===== config.mk =====
export PLATFORM = sky130hd
export DESIGN_NAME = dtree_sample_sequencer
export DESIGN_NICKNAME = d
export VERILOG_FILES = /design/src/rtl/dtree_sample_sequencer.sv
export SDC_FILE = /design/constraint.sdc
export NUM_CORES = 1
export LEC_CHECK = 0
export CORE_MARGIN = 1.5
export CORE_UTILIZATION = 40
export DETAILED_ROUTE_END_ITERATION = 6
export PLACE_DENSITY = 0.67
export SLEW_MARGIN = 20
export SYNTH_ARGS = -nofsm -noshare
export SYNTH_HDL_FRONTEND = slang
export SYNTH_SLANG_ARGS = --single-unit

===== constraint.sdc =====
create_clock -name clk -period 4.2 [get_ports clk]
set_input_delay 0.84 -clock clk [delete_from_list [all_inputs] [get_ports clk]]
set_output_delay 0.84 -clock clk [all_outputs]
set_load 0.02 [all_outputs]

===== src/rtl/dtree_sample_sequencer.sv =====
// dtree_sample_sequencer: drives the combinational decision-tree classifier
// from a buffered sample stream and returns (class, feature) result pairs.
// Optional build macro: DTREE_SEQ_CLASS_HIST_EN adds a per-class result histogram
// (ports hist_sel / hist_count).
module dtree_sample_sequencer #(
  parameter int unsigned FEAT_W  = 8,
  parameter int unsigned CLASS_W = 4,
  parameter int unsigned SETTLE  = 2,
  parameter int unsigned DEPTH   = 4
) (
  input  logic               clk,
  input  logic               rst,
  input  logic               in_valid,
  input  logic [FEAT_W-1:0]  in_data,
  output logic               in_ready,
  output logic [FEAT_W-1:0]  feat_out,
  input  logic [CLASS_W-1:0] class_in,
  output logic               res_valid,
  output logic [CLASS_W-1:0] res_class,
  output logic [FEAT_W-1:0]  res_feat,
  input  logic               res_ready,
  output logic               busy,
  output logic [15:0]        sample_cnt
`ifdef DTREE_SEQ_CLASS_HIST_EN
  ,
  input  logic [CLASS_W-1:0] hist_sel,
  output logic [15:0]        hist_count
`endif
);

  localparam int unsigned AW    = $clog2(DEPTH);
  localparam int unsigned PW    = AW + 1;
  localparam int unsigned CNT_W = 4;

  typedef enum logic [1:0] {IDLE, APPLY, HOLD} state_t;

  state_t            state, state_nxt;
  logic [FEAT_W-1:0] mem [DEPTH];
  logic [PW-1:0]     wr_ptr, rd_ptr, wr_nxt, rd_nxt, occ_nxt;
  logic [CNT_W-1:0]  cnt;
  logic              empty, push;
  logic              pop, dec, capture, done;

  assign empty = (wr_ptr == rd_ptr);
  assign push  = in_valid && in_ready;

  // State register
  always_ff @(posedge clk or posedge rst) begin
    if (rst) state <= IDLE;
    else     state <= state_nxt;
  end

  // Next-state logic
  always_comb begin
    state_nxt = state;
    case (state)
      IDLE:    if (!empty) state_nxt = APPLY;
      APPLY:   if (cnt == '0) state_nxt = HOLD;
      HOLD:    if (res_ready) state_nxt = empty ? IDLE : APPLY;
      default: state_nxt = IDLE;
    endcase
  end

  // FSM control strobes
  always_comb begin
    pop     = 1'b0;
    dec     = 1'b0;
    capture = 1'b0;
    done    = 1'b0;
    case (state)
      IDLE:  pop = !empty;
      APPLY: begin
        dec     = (cnt != '0);
        capture = (cnt == '0);
      end
      HOLD: begin
        done = res_ready;
        pop  = res_ready && !empty;
      end
      default: ;
    endcase
  end

  // Next pointer values feed the registered in_ready / busy flags
  always_comb begin
    wr_nxt  = wr_ptr + PW'(push);
    rd_nxt  = rd_ptr + PW'(pop);
    occ_nxt = wr_nxt - rd_nxt;
  end

  // FIFO storage; no reset needed, validity is tracked by the pointers
  always_ff @(posedge clk) begin
    if (push) mem[wr_ptr[AW-1:0]] <= in_data;
  end

  // FIFO pointers and status flags
  always_ff @(posedge clk or posedge rst) begin
    if (rst) begin
      wr_ptr   <= '0;
      rd_ptr   <= '0;
      in_ready <= 1'b1;
      busy     <= 1'b0;
    end else begin
      wr_ptr   <= wr_nxt;
      rd_ptr   <= rd_nxt;
      in_ready <= (occ_nxt != PW'(DEPTH));
      busy     <= (occ_nxt != '0) || (state_nxt != IDLE);
    end
  end

  // Classifier drive, settle counter, result capture and handshake count
  always_ff @(posedge clk or posedge rst) begin
    if (rst) begin
      feat_out   <= '0;
      cnt        <= '0;
      res_valid  <= 1'b0;
      res_class  <= '0;
      res_feat   <= '0;
      sample_cnt <= '0;
    end else begin
      if (pop) begin
        feat_out <= mem[rd_ptr[AW-1:0]];
        cnt      <= CNT_W'(SETTLE - 1);
      end else if (dec) begin
        cnt <= cnt - CNT_W'(1);
      end
      if (capture) begin
        res_valid <= 1'b1;
        res_class <= class_in;
        res_feat  <= feat_out;
      end else if (done) begin
        res_valid  <= 1'b0;
        sample_cnt <= sample_cnt + 16'd1;
      end
    end
  end

`ifdef DTREE_SEQ_CLASS_HIST_EN
  localparam int unsigned NCLS = 2 ** CLASS_W;
  logic [15:0] hist [NCLS];

  // Saturating per-class result counters
  always_ff @(posedge clk or posedge rst) begin
    if (rst) begin
      for (int i = 0; i < NCLS; i++) hist[i] <= '0;
    end else if (done && (hist[res_class] != 16'hFFFF)) begin
      hist[res_class] <= hist[res_class] + 16'd1;
    end
  end

  assign hist_count = hist[hist_sel];
`endif

endmodule


## Word-level counts from Yosys, hierarchy flattened

Memories as Yosys holds them, arrays and structs flattened. A register that Yosys moved wholly into a read port is not among the register bits.
Cells that the tools add are included.
Widths: inputs -> output; s select.

| word-level totals | value |
|---|---|
| memory bits (writable) | 32 |
| input port bits | 16 |
| output and inout port bits | 39 |
| word-level logic and storage cells | 48 |
| memories | 1 |
| register bits after elaboration | 43 |

Memory list:

| name | words | bits a word | read ports | clocked after memory_dff | wr ports | line | RTL |
|---|---|---|---|---|---|---|---|
| mem | 4 | 8 | 1 | 1 | 1 | 38 | `logic [FEAT_W-1:0] mem [DEPTH];` |

| cells by class | value |
|---|---|
| reductions and logical operators | 12 |
| equality and inequality tests | 4 |
| add/sub/neg operators | 5 |
| bitwise gates (word level) | 1 |
| mux-type cells | 15 |

Operators with widths:

| cell | count |
|---|---|
| $add 16x1->16 const B | 1 |
| $mux 1 | 8 |
| $mux 4 | 2 |
| $add 3x1->3 | 2 |
| $mux 2 | 3 |
| $pmux 2 s3 | 1 |
| $reduce_bool 2->1 | 3 |
| $logic_not 4->1 | 1 |
| $reduce_bool 4->1 | 1 |
| $sub 4x1->4 const B | 1 |
| $eq 3x3->1 | 1 |
| $ne 3x3->1 const B | 1 |
| $reduce_bool 3->1 | 1 |
| $sub 3x3->3 | 1 |
| $eq 2x1->1 const B | 1 |
| $eq 2x2->1 const B | 1 |
| $logic_and 1x1->1 | 2 |
| $logic_not 2->1 | 1 |
| $pmux 1 s2 | 1 |
| $reduce_and 2->1 | 1 |
| $logic_not 1->1 | 1 |
| $logic_or 1x1->1 | 1 |
| $not 1->1 | 1 |

## Depth between registers and ports, before layout

Gate-level depths: netlist (run 1).

| logic depth | value |
|---|---|
| word-level depth | 8 |
| gate-level depth with buffers | 11 |
| gate-level depth less buffers | 9 |

## Worst setup path before layout (run 1)

OpenSTA, ideal clock, no wires.

| timing | value |
|---|---|
| path type | input -> register |
| from | in res_ready |
| to | reg busy |
| setup time | 139 ps |
| data required time | 4061 ps |
| arrival | 2974 ps |
| buffers on the path | 1 |
| slack | 1088 ps |
| stages on the path | 10 |
| path through | nor2b_1 a311oi_4 buf_4 and2_1 ha_1 inv_1 ha_1 a21oi_1 xor3_1 or4_1 |

| between the ends | value |
|---|---|
| longest elaborated chain between the ends | 6 |
| elaborated cells on any way between the ends | 9 |
| classes of those cells | 2 x add/sub; 3 x mux; 4 x reduce/logical |

Ends and longest elaborated chain:

| item | line | RTL |
|---|---|---|
| start, declared | 21 | `input logic res_ready,` |
| $logic_and 1x1->1 | 78 | `pop = res_ready && !empty;` |
| $pmux 1 s2 | 70 | `case (state)` |
| $add 3x1->3 | 87 | `rd_nxt = rd_ptr + PW'(pop);` |
| named net rd_nxt[1] | 39 | `logic [PW-1:0] wr_ptr, rd_ptr, wr_nxt, rd_nxt, occ_nxt;` |
| $sub 3x3->3 | 88 | `occ_nxt = wr_nxt - rd_nxt;` |
| $reduce_bool 3->1 | 107 | `busy <= (occ_nxt != '0) \|\| (state_nxt != IDLE);` |
| $logic_or 1x1->1 | 107 |  |
| end signal, assigned | 107 |  |
| end, declared | 22 | `output logic busy,` |

The timed path passes the listed nets, and every way through them passes these cells.
A chain may end at the register's enable or synchronous reset.

## Final worst setup path (run 1)

Ends and elaborated chain as after synthesis.

==> results.toml, run 1 <==
[synth]
synth_top_cell_area_share_pct = 37.08
async_flop_share_pct = 61.45
post-synth-top-area-cell = "dfrtp_1"
avgSynthCellArea_um2 = 15.62
mappedNetlistNets = 240
synth.top_cells.by_count = "50 x dfrtp_1, 32 x edfxtp_1, 20 x mux2_2, 15 x nand2_1, 15 x xnor2_1"
synth.lib_cells_used.distinct = 35
synth.most_common_cell = "dfrtp_1"
seq_area_frac_synth_pct = 66.33
number_of_synthesized_register_bits = 83
warning_count_from_the_yosys_run = 0
synth-edff-count = 32
netlist_top_cells_area = "dfrtp_1 37%, edfxtp_1 28%, mux2_2 6.7%"
netlist_area_before_placement_um2 = 3374
yosys_most_used_dff = "dfrtp_1"
postSynthCellCount = 216

[sta]
slew-limit-headroom_pct = 42.34
setup_violations = 0
layout_worst_path_cycle_share_pct = 73.51
fin_tns_setup_ps = 0
clock.fmax_ghz = 0.3239
final-hold-violation-count = 0
final.min_clock_period_ps = 3088
fin_worst_skew_ps = 8.340
rsz0062_at_grt = "no"
timing_worst_slew_pin_value_ps = 863.9
timing_max_transition_violations_final = 0

[clock_tree]
clk_tree_root_cell = "clkbuf_8"
cts-htree-levels = 3
clkTransAtPathRegs_ps = 80
tritoncts_clock_tree = "built"
total_cts_buffers = 9
total_clock_sinks = 83
postCtsHoldBufs = 0
worst_skew_pair.late_latency_ps = 350
cts.path.max_buffers = 2
cts_setup_buffers = 0
cts_repair_resize_count = 0

[place]
globalplace.congestion = 0.7031
numPortBuffers = 54
detailedPlacementHpwl_um = 4096

[flow_run]
maxCapViolations = 0

[worst_setup_path]
critical_path_required_ps = 4420
timing.critical_path.from_type = "input pin"
crit_path_max_fanout = 4
cpPeakStageDelay_ps = 510
cp_num_buf_inv = 2
critPathSlowestCell = "clkdlybuf4s50_1"
cell_breakdown_of_the_critical_path = "clkdlybuf4s50_1 -> nor2b_1 -> a311oi_4 -> and2_1 -> ha_1 -> inv_1 -> ha_1 -> a21oi_1 -> xor3_1 -> or4_1"
worst_ep_arrival_time_ps = 3310
critical_path.top_delay_family = "simple AND/OR/NAND/NOR gates"
endpoint_kind = "register"
timing.critical_path.mode_cell = "ha_1"
ff2ff_setup_slack_ps = 1310
ws_path_type = "in2reg"

[floorplanning]
floorplan.core_area_um2 = 8175
ioPinCount = 55
start_util_pct = 41.28
floorplan.die_area_um2 = 8997
die-width_um = 94.85
floorplan.rows = 33
dieHeight_um = 94.85

[drt]
drt_drc_violations_left = 0
drt_first_iter_violations = 59
route.vias.total = 1884
wl_um = 5892
post_dr_vias_cell = 4.806
route.detailed.wl_per_inst_um = 15.03
drt.antenna.violating_nets = 0
drt-pass1-iter-count = 3

[grt]
antenna_found_initial = 0
gr-total-overflow = 0
grt_first_pass_wirelength_um = 9708
maximum_number_of_pins_on_one_net_before_global_route_repair = 52
globalRouteTotalUtil_pct = 14.91
vias_in_the_first_global_route = 1946

[final_layout]
final_core_util_pct = 52.17
n_antenna_cell = 0
area_delta_synth_final_pct = 26.40
final_layout_size_suffix_gt1_share_pct = 18.82
final_net_count = 306

[pwr]
total_leakage_power_nw = 1.713
irDropWorstVdd_mv = 0.2935
power.density_cell_area_nw_per_um2 = 729.5

[hold_path]
holdCritPathClass = "reg2reg"

[run_status]
outcome = "finished, final reports clean"
where the power goes:
group / leakage (nW) / total (mW) / internal, mW / switching [mW]
Sequential: 0.924 / 1.26 / 1.09 / 0.171
Combinational: 0.680 / 1.26 / 0.676 / 0.583
Clock: 0.109 / 0.591 / 0.317 / 0.274
Total: 1.71 / 3.11 / 2.08 / 1.03
layout by cell type, fill, tap and decap left out, drive strengths merged, types with 2 or more instances in the layout:
master and n:
nand3 8, xnor2 15, dfrtp 50, nand2 15
nor3 3, nand4 4, clkinv 4, xor2 9
and3 3, clkdlybuf4s50 54, ha 8, nand2b 2
buf 5, mux4 8, nor3b 2, mux2 20
edfxtp 32, nor2 8, clkbuf 12, or2 2
and2 2, nor2b 2, inv 7
path summary, 6_finish.rpt:
kind,from,to,depth (start not counted)
min in group asynchronous,rst,res_feat[3],2
max in group asynchronous,rst,wr_ptr[2],2
hold reg to reg,sample_cnt[15],sample_cnt[15],1
setup reg to reg,rd_ptr[1],busy,9
hold / removal,sample_cnt[15],sample_cnt[15],1
setup / recovery,res_ready,busy,10
logic make-up after synthesis:
kind of cell,Yosys count,share of synthesized area (%)
flops,83,66.33
buf+inv,12,1.743
simple gates,56,8.714
mux,28,12.01
fa+ha+maj,8,2.966
compound gates,4,1.298
xor+xnor,25,6.934
metrics by stage:
stage / total power [mW] / setup WS (ps) / std cells / instance area (um^2) / hold WS [ps]
finish: 3.112 / 1112 / 392 / 4265 / 490.6
global route: 3.325 / 964.5 / 392 / 4265 / 500.0
CTS: 3.159 / 1117 / 392 / 4264 / 499.8
detailed placement: 2.557 / 740.3 / 376 / 4055 / 484.1
global placement: 2.530 / 774.6 / 376 / 4055 / 463.9
floorplan: 2.114 / 1088 / 216 / 3374 / 476.3
flip-flops by register name, indices dropped and copies added (netlist names):
signal,flops
feat_out,8
state,2
rd_ptr,3
cnt,4
res_class,4
busy,1
mem,32
sample_cnt,16
res_feat,8
res_valid,1
wr_ptr,3
in_ready,1
area by class of cell:
| cell class | count | area, um^2 |
|---|---|---|
| Clock buffer | 12 | 160.2 |
| Clock inverter | 4 | 48.80 |
| Fill cell | 727 | 3910 |
| Inverter | 8 | 31.28 |
| Multi-Input combinational cell | 121 | 1077 |
| Sequential cell | 83 | 2238 |
| Tap cell | 105 | 131.4 |
| Timing Repair Buffer | 59 | 578.1 |
metal layers:
| layer | part of all wire (%) | global-route usage [%] |
|---|---|---|
| met3 | 4.0 | 5.072 |
| met4 | 1.3 | 6.095 |
| met5 | 0 | 0 |
| met1 | 47 | 20.17 |
| met2 | 48 | 21.96 |
(Power assumes the default switching activity.)
==> inputs of run 2 (changes only) <==
--- a/config.mk
+++ b/config.mk
@@ -8,7 +8,7 @@
 export CORE_MARGIN = 1.5
 export CORE_UTILIZATION = 40
 export DETAILED_ROUTE_END_ITERATION = 6
-export PLACE_DENSITY = 0.67
+export PLACE_DENSITY = 0.69
 export SLEW_MARGIN = 20
 export SYNTH_ARGS = -nofsm -noshare
 export SYNTH_HDL_FRONTEND = slang
==> constraint.sdc (replaced) <==
create_clock -name clk -period 2.5 [get_ports clk]
set_input_delay 0.5 -clock clk [delete_from_list [all_inputs] [get_ports clk]]
set_output_delay 0.5 -clock clk [all_outputs]
set_load 0.02 [all_outputs]
==> run 2 against run 1 <==
The run now ends with negative setup slack left. Largest cell class unchanged. Critical path depth decreased by 1. Combinational power up 100%. First-iteration DRC count up 29%. Core utilization rose by 2.0 points. Highest routed layer unchanged. Clock power is 44% higher.
==> results.toml, run 2 (synthesis gave the netlist of run 1 again) <==
[run_status]
outcome = "finished, violations left"
violations = "negative setup slack"

[drt]
post_dr_vias_cell = 4.850
wl_met3_um = 270
route.detailed.wl_per_inst_um = 14.65
route.vias.total = 1974
wirelength_met1_um = 2663
maxUsedRoutingLayer = "met4"
drt_drc_violations_left = 0
drt_first_iter_violations = 76
met2RoutedLength_um = 2982
drt.antenna.violating_nets = 0
wl_um = 5963
drt-pass1-iter-count = 4

[place]
numPortBuffers = 54
detailedPlacementHpwl_um = 4346
placed_area_um2 = 4208
globalplace.congestion = 0.7157

[clock_tree]
total_clock_sinks = 83
postCtsHoldBufs = 0
clk_tree_root_cell = "clkbuf_8"
cts-htree-levels = 3
tritoncts_clock_tree = "built"
clkTransAtPathRegs_ps = 80
worst_skew_pair.late_latency_ps = 340
cts.path.max_buffers = 2
total_cts_buffers = 9

[sta]
layout_worst_path_cycle_share_pct = 100.4
rsz0062_at_grt = "yes"
final-hold-violation-count = 0
timing_max_transition_violations_final = 0
clock.fmax_ghz = 0.3986
setup_violations = 1
postLayoutSetupSlackWorst_ps = -8.797
final.min_clock_period_ps = 2509
timing_worst_slew_pin_value_ps = 439.0
fin_worst_skew_ps = 6.654
slew-limit-headroom_pct = 70.73

[floorplanning]
ioPinCount = 55
die-width_um = 94.85
floorplan.die_area_um2 = 8997
floorplan.core_area_um2 = 8175
start_util_pct = 41.28
floorplan.rows = 33
dieHeight_um = 94.85

[hold_path]
holdCritPathClass = "reg2reg"

[pwr]
power.density_cell_area_nw_per_um2 = 1243
share_comb_of_total_power_pct = 46.5
irDropWorstVdd_mv = 0.5154
power_frac_seq_pct = 38.1
sw_frac_of_total_pct = 33.89
total_leakage_power_nw = 1.788
power_report.internal_total_mw = 3.642
p_sw_mw = 1.867
power_frac_clock_pct = 15.5

[worst_setup_path]
worst_ep_arrival_time_ps = 2720
crit_path_max_fanout = 2
cpPeakStageDelay_ps = 480
ws_path_type = "reg2reg"
critPathSlowestCell = "or4_1"
timing.critical_path.mode_cell = "ha_4"
endpoint_kind = "register"
timing.critical_path.from_type = "register"
critical_path_required_ps = 2710
cell_breakdown_of_the_critical_path = "xnor2_2 -> a311oi_4 -> and2_4 -> ha_4 -> inv_2 -> ha_4 -> a21oi_2 -> xor3_1 -> or4_1"

[final_layout]
layout_common_cells = "53 x clkdlybuf4s50_1, 48 x dfrtp_1, 32 x edfxtp_1, 20 x mux2_2, 19 x buf_4"
area_delta_synth_final_pct = 31.33
final_layout_size_suffix_gt1_share_pct = 27.15
post-route-cell-area_um2 = 4432
final_net_count = 321
final_core_util_pct = 54.21
n_antenna_cell = 0
layout_commonest_cell = "clkdlybuf4s50_1"
largest_reg_flops = 32

[grt]
vias_in_the_first_global_route = 1980
maximum_number_of_pins_on_one_net_before_global_route_repair = 52
gr-total-overflow = 0
grt_first_pass_wirelength_um = 9694
globalRouteTotalUtil_pct = 14.59
antenna_found_initial = 0

[flow_run]
maxCapViolations = 0
==> run 2: cell type report <==
| type | instances | area (um^2) |
|---|---|---|
| Multi-Input combinational cell | 121 | 1152 |
| Timing Repair Buffer | 74 | 701.9 |
| Inverter | 8 | 30.03 |
| Clock inverter | 7 | 51.30 |
| Sequential cell | 83 | 2241 |
| Tap cell | 105 | 131.4 |
| Clock buffer | 9 | 123.9 |
| Fill cell | 697 | 3744 |
==> run 2: repair_timing <==
item	in CTS	in global routing
setup buffers	2	1
setup endpoints to repair	1	1
resized for setup	5	2
pin swaps	5	1
==> run 2: path summary, 6_finish.rpt <==
kind	start	endpoint	slack, ps	cells after the start
setup / recovery	wr_ptr[0]	busy	-9	9
hold / removal	sample_cnt[15]	sample_cnt[15]	480	1
setup reg to reg	wr_ptr[0]	busy	-9	9
max in group asynchronous	rst	in_ready	1700	3
hold reg to reg	sample_cnt[15]	sample_cnt[15]	480	1
min in group asynchronous	rst	res_class[1]	520	3
==> run 2: power by group through the flow <==
stage	Clock, mW	Sequential (mW)	Combinational, mW
4_1_cts	0.888	2.10	2.58
3_3_place_gp	0	2.10	2.40
3_5_place_dp	0	2.12	2.46
6_report	0.853	2.10	2.56
2_1_floorplan	0	2.31	1.39
5_1_grt	0.942	2.15	2.78
==> run 2: worst max-delay path, delay by kind of cell, from the launching register on <==
kind | cells | cell delay, ps
AND/OR/NAND/NOR | 2 | 680
AO/OA/AOI/OAI | 2 | 440
flip-flops | 1 | 420
XOR/XNOR | 2 | 400
adder cells (fa/ha/maj) | 2 | 390
buffers and inverters | 1 | 60
==> run 2: stage by stage <==
stage          cells  worst slack (ps)  setup TNS [ps]  hold slack, ps  power, mW
3_5_place_dp     388            -521.9          -588.9           474.0      4.588
4_1_cts          406            -30.87          -30.87           485.7      5.566
6_report         407            -8.797          -8.797           483.4      5.510
2_1_floorplan    216            -269.8          -269.8           476.3      3.704
5_1_grt          407            -74.64          -74.64           523.4      5.866
3_3_place_gp     388            -446.7          -461.4           463.9      4.500
==> run 2: per-layer routing <==
layer / track usage, % / vias up
met5: 0 / -
met4: 7.090 / 0
met3: 2.979 / 4
met2: 22.86 / 56
met1: 19.38 / 979
li1: - / 935
